## src/rtl/universal_shift_register.sv

```systemverilog
`default_nettype none
// ============================================================================
// Module   : universal_shift_register
// Brief    : DEPTH-stage shift register of WIDTH-bit symbols. Each cycle it
//            can hold, shift, rotate, parallel-load or clear. It counts how
//            many stages hold valid data and flags when a shift ejects a
//            valid symbol.
// Revision : 1.0 - initial release
// ============================================================================
module universal_shift_register #(
    parameter int WIDTH = 1,
    parameter int DEPTH = 8,
    parameter int CW    = $clog2(DEPTH + 1)
) (
    input  logic                   clk,
    input  logic                   reset,
    input  logic                   enable,
    input  logic [2:0]             mode,
    input  logic [WIDTH-1:0]       serial_in,
    input  logic [DEPTH*WIDTH-1:0] parallel_in,
    output logic [DEPTH*WIDTH-1:0] out,
    output logic [WIDTH-1:0]       serial_out,
    output logic                   serial_out_valid,
    output logic [CW-1:0]          fill,
    output logic                   full
);

    localparam logic [2:0]    c_mode_hold   = 3'b000;
    localparam logic [2:0]    c_mode_shr    = 3'b001;
    localparam logic [2:0]    c_mode_shl    = 3'b010;
    localparam logic [2:0]    c_mode_rotr   = 3'b011;
    localparam logic [2:0]    c_mode_rotl   = 3'b100;
    localparam logic [2:0]    c_mode_load   = 3'b101;
    localparam logic [2:0]    c_mode_clear  = 3'b110;
    localparam logic [CW-1:0] c_fill_max    = CW'(DEPTH);
    localparam logic [CW-1:0] c_fill_one    = CW'(1);

    logic [DEPTH*WIDTH-1:0] r_out;
    logic [WIDTH-1:0]       r_serial_out;
    logic                   r_serial_out_valid;
    logic [CW-1:0]          r_fill;

    logic [DEPTH*WIDTH-1:0] w_out_next;
    logic [WIDTH-1:0]       w_serial_out_next;
    logic                   w_valid_next;
    logic [CW-1:0]          w_fill_next;
    logic                   w_full;
    logic [CW-1:0]          w_fill_inc;

    assign w_full     = (r_fill == c_fill_max);
    // Shift-in count saturates once every stage holds valid data.
    assign w_fill_inc = w_full ? r_fill : (r_fill + c_fill_one);

    // Next-state selection for the stage array, ejected symbol and fill count.
    always_comb begin
        w_out_next        = r_out;
        w_serial_out_next = r_serial_out;
        w_valid_next      = 1'b0;
        w_fill_next       = r_fill;
        if (enable) begin
            case (mode)
                c_mode_shr, c_mode_rotr: begin
                    for (int i = 0; i < DEPTH - 1; i++) begin
                        w_out_next[i*WIDTH +: WIDTH] = r_out[(i+1)*WIDTH +: WIDTH];
                    end
                    if (mode == c_mode_shr) begin
                        w_out_next[(DEPTH-1)*WIDTH +: WIDTH] = serial_in;
                        w_serial_out_next = r_out[0 +: WIDTH];
                        w_valid_next      = w_full;
                        w_fill_next       = w_fill_inc;
                    end else begin
                        w_out_next[(DEPTH-1)*WIDTH +: WIDTH] = r_out[0 +: WIDTH];
                    end
                end
                c_mode_shl, c_mode_rotl: begin
                    for (int i = 1; i < DEPTH; i++) begin
                        w_out_next[i*WIDTH +: WIDTH] = r_out[(i-1)*WIDTH +: WIDTH];
                    end
                    if (mode == c_mode_shl) begin
                        w_out_next[0 +: WIDTH] = serial_in;
                        w_serial_out_next = r_out[(DEPTH-1)*WIDTH +: WIDTH];
                        w_valid_next      = w_full;
                        w_fill_next       = w_fill_inc;
                    end else begin
                        w_out_next[0 +: WIDTH] = r_out[(DEPTH-1)*WIDTH +: WIDTH];
                    end
                end
                c_mode_load: begin
                    w_out_next  = parallel_in;
                    w_fill_next = c_fill_max;
                end
                c_mode_clear: begin
                    w_out_next  = '0;
                    w_fill_next = '0;
                end
                c_mode_hold: begin
                    w_out_next = r_out;
                end
                default: begin
                    // Reserved encoding is treated as hold.
                    w_out_next = r_out;
                end
            endcase
        end
    end

    // State registers with synchronous active-low reset.
    always_ff @(posedge clk) begin
        if (!reset) begin
            r_out              <= '0;
            r_serial_out       <= '0;
            r_serial_out_valid <= 1'b0;
            r_fill             <= '0;
        end else begin
            r_out              <= w_out_next;
            r_serial_out       <= w_serial_out_next;
            r_serial_out_valid <= w_valid_next;
            r_fill             <= w_fill_next;
        end
    end

    assign out              = r_out;
    assign serial_out       = r_serial_out;
    assign serial_out_valid = r_serial_out_valid;
    assign fill             = r_fill;
    assign full             = w_full;

endmodule
`default_nettype wire

```

## config.mk

```make
export PLATFORM = sky130hd
export DESIGN_NAME = universal_shift_register
export DESIGN_NICKNAME = d
export VERILOG_FILES = /design/src/rtl/universal_shift_register.sv
export SDC_FILE = /design/constraint.sdc
export NUM_CORES = 1
export LEC_CHECK = 0
export CAP_MARGIN = 10
export CORE_ASPECT_RATIO = 1.5
export CORE_MARGIN = 5
export CORE_UTILIZATION = 39
export CTS_BUF_LIST = sky130_fd_sc_hd__clkbuf_16
export DETAILED_ROUTE_END_ITERATION = 8
export PLACE_DENSITY = 0.81
export SLEW_MARGIN = 15
export SYNTH_ARGS = -nofsm -noshare
export SYNTH_HDL_FRONTEND = slang
export SYNTH_SLANG_ARGS = --single-unit
```

## constraint.sdc

```tcl
create_clock -name clk -period 1.2 [get_ports clk]
set_input_delay 0.24 -clock clk [delete_from_list [all_inputs] [get_ports clk]]
set_output_delay 0.24 -clock clk [all_outputs]
set_load 0.02 [all_outputs]
```

==> reports/summary.txt <==
htree depth: 1
share of layout cells above drive strength 1: 40.67%
most frequent cells in the layout: buf_4 (24), dfxtp_1 (12), a21oi_1 (10), clkdlybuf4s50_1 (10), o21ai_0 (8)
Slew HR: 79.04%
sw power: 0.4435 mW
CTS tree: yes
Slew Viols, Final: 0
simple-gate area share of the yosys netlist: 14.68%
Clock Pin Slew Worst Setup and Hold Paths: 0.05 ns
Reg2Reg Depth: 7
Crit path required time: 1.38 ns
Setup Viol. Count Final: 5
leakage: 0.6400 nW
Reg-to-Reg End: fill[1]
RSZ-0062 raised after global routing: true
largest net degree at the start of global routing: 9
clock latency on the worst-skew pair: 0.25 ns
row cnt: 20
clk root buf: clkbuf_16
DP HPWL: 1.992 mm
Final min period: 1.389 ns
Worst IR Drop VDD: 0.8899 mV
crit-path max FO: 4
CTS buffer count: 3
largest family of logic cells by synthesized area: compound AO/OA/AOI/OAI gates
Power, Total: 1.599 mW
post-route cell area: 0.001435 mm²
status: complete, but fails checks
clock tree buffer depth: 2
CP startpoint: fill[0]
diodes inserted: 0
type of origin of the critical path: flip-flop
Overall Global Routing Usage: 18.75%
WS Path Type: flip-flop to flip-flop
Mapped Avg Cell Area: 8.967 µm²
DP Area: 0.001315 mm²
DRC viols: 0
syn_nets: 113
antenna violations before repair: 0
grt ovf: 0
io pins: 30
Worst Setup End Kind: flip-flop
end of the critical path: fill[1]
Synth top area share: 32.56%
Yosys reg bits: 14
Setup TNS: -0.5524 ns
Clock Skews: 0.001064 ns
drt wl/cell: 17.05 µm
Hold Path Class: input port to flip-flop
failing checks: negative setup slack
Clock power frac: 40.2%
total wire length: 2.933 mm
Final nets: 168
routed vias/inst: 5.901
full die area: 0.003266 mm²
Iteration-0 DRC Markers: 63
total number of vias: 1015
CP Data Arrival Time: 1.57 ns
Synth warnings: 0
Int Power: 1.155 mW
Post-synth ARST share: 0%
Post-synth EDFFs: 0
Hold Buf Count CTS: 0
Initial Util: 41.45%
port bufs: 29
Sequential Power Share: 31.9%
most common cell after layout, fill and taps aside: buf_4
Syn Inst Count: 96
mapped cell area: 860.8 µm²
final worst path period share: 115.8%
post-synthesis mux area share: 1.163%
vias in the first global route: 1055
post-synthesis compound-gate area fraction: 33.58%
reg2reg setup slack: -0.19 ns
P&R area growth vs syn: 66.72%
die span in x: 48.36 µm
prevailing post-synth register cell: dfxtp_1
clk sinks: 14
Worst R2R Start: fill[0]
drt first pass iters: 5
max-cap violation count: 0
first-pass GRT wire length: 4.823 mm
fmax: 719.8 MHz
Post-DRT Antenna Nets: 0
Distinct cells, synth: 40
ranking of synthesized cells by area: dfxtp_1 (33%), a21oi_1 (7.0%), a222oi_1 (7.0%), o21ai_0 (5.2%), buf_6 (3.9%)
slew at the pin closest to its max-slew limit: 0.3144 ns
PD cells: 1114 mW/mm²
Comb power frac: 27.9%
area share of fa/ha/maj cells after synthesis: 2.907%
Seq/Total Area, Yosys: 32.56%
post-route worst setup slack: -0.1893 ns
Yosys top cell by area: dfxtp_1
die height: 67.54 µm
Fin. Hold Viols: 0
sw frac: 27.74%
xor/xnor cell area share of the yosys netlist: 6.250%
Placeable Area: 0.002077 mm²
GP Congestion: 0.7901
==> how the worst min path moves through the flow <==
stage	start	to	cells past startpoint
2_1_floorplan	enable	out[7]	1
3_3_place_gp	out[2]	out[2]	2
3_5_place_dp	serial_out	serial_out	2
4_1_cts	serial_out	serial_out	2
5_1_grt	enable	out[7]	3
6_report	enable	out[7]	3
==> metrics by stage <==
| stage | worst slack (ns) | hold WS, ns | util [%] | std cells |
|---|---|---|---|---|
| after floorplan | -0.08290 | 0.3402 | - | 96 |
| after global placement | -0.5704 | 0.5408 | 63.31 | 164 |
| after detailed placement | -0.6225 | 0.5427 | 63.31 | 164 |
| after CTS | -0.2294 | 0.5563 | 67.83 | 171 |
| after global routing | -0.2162 | 0.4603 | 69.10 | 172 |
| final | -0.1893 | 0.4602 | 69.10 | 172 |
==> timing repair <==
item | 4_1_cts | 5_1_grt
cloned | 1 | 0
setup endpoints to repair | 29 | 18
pin swaps | 7 | 10
gates resized for setup | 47 | 17
buffers inserted | 2 | 2
==> worst max-delay path, cell delays in order (launching register included) <==
cell	delay [ns]
dfxtp_4	0.34
inv_2	0.03
ha_2	0.16
nand3b_1	0.12
buf_6	0.14
o211ai_4	0.09
a211o_1	0.31
a21boi_2	0.13
==> final cells by class <==
class,instances,area [µm²]
flip-flops and latches,14,287.8
inverters,6,22.52
well taps,22,27.53
fillers,177,641.9
multi-input cells,70,553.0
clock inverters,1,3.754
clock buffers,3,75.07
repair buffers,56,465.4
==> power by group through the flow <==
stage | logic [mW] | clock network [mW] | registers, mW
floorplan | 0.174 | 0 | 0.565
global placement | 0.417 | 0 | 0.518
global route | 0.480 | 0.687 | 0.513
detailed placement | 0.425 | 0 | 0.519
CTS | 0.425 | 0.653 | 0.510
finish | 0.445 | 0.643 | 0.510
==> cells in the mapped netlist (all sizes together) (2+ instances only) <==
cell type	count
dfxtp	14
a21oi	12
o21ai	12
a222oi	6
inv	6
buf	4
nand2	4
clkbuf	3
nand2b	3
xor2	3
a21boi	2
and3	2
ha	2
nand3	2
nor2	2
nor2b	2
==> layer usage <==
metal | share of wire [%] | wire (µm) | global-route usage (%)
met1 | 34 | 990 | 17.95
met2 | 54 | 1591 | 34.48
met3 | 7.7 | 226 | 5.519
met4 | 4.3 | 125 | 12.11
met5 | 0 | 0 | 0
==> kinds of logic after synthesis <==
logic type	Yosys count
fa+ha+maj	2
simple gates	21
buf+inv	13
mux	1
compound gates	41
xor+xnor	4
flops	14
==> sequential cells by signal (all words and copies together) (netlist names) <==
name / flops
out: 8
fill: 4
serial_out: 1
serial_out_valid: 1
(Power assumes the default switching activity.)
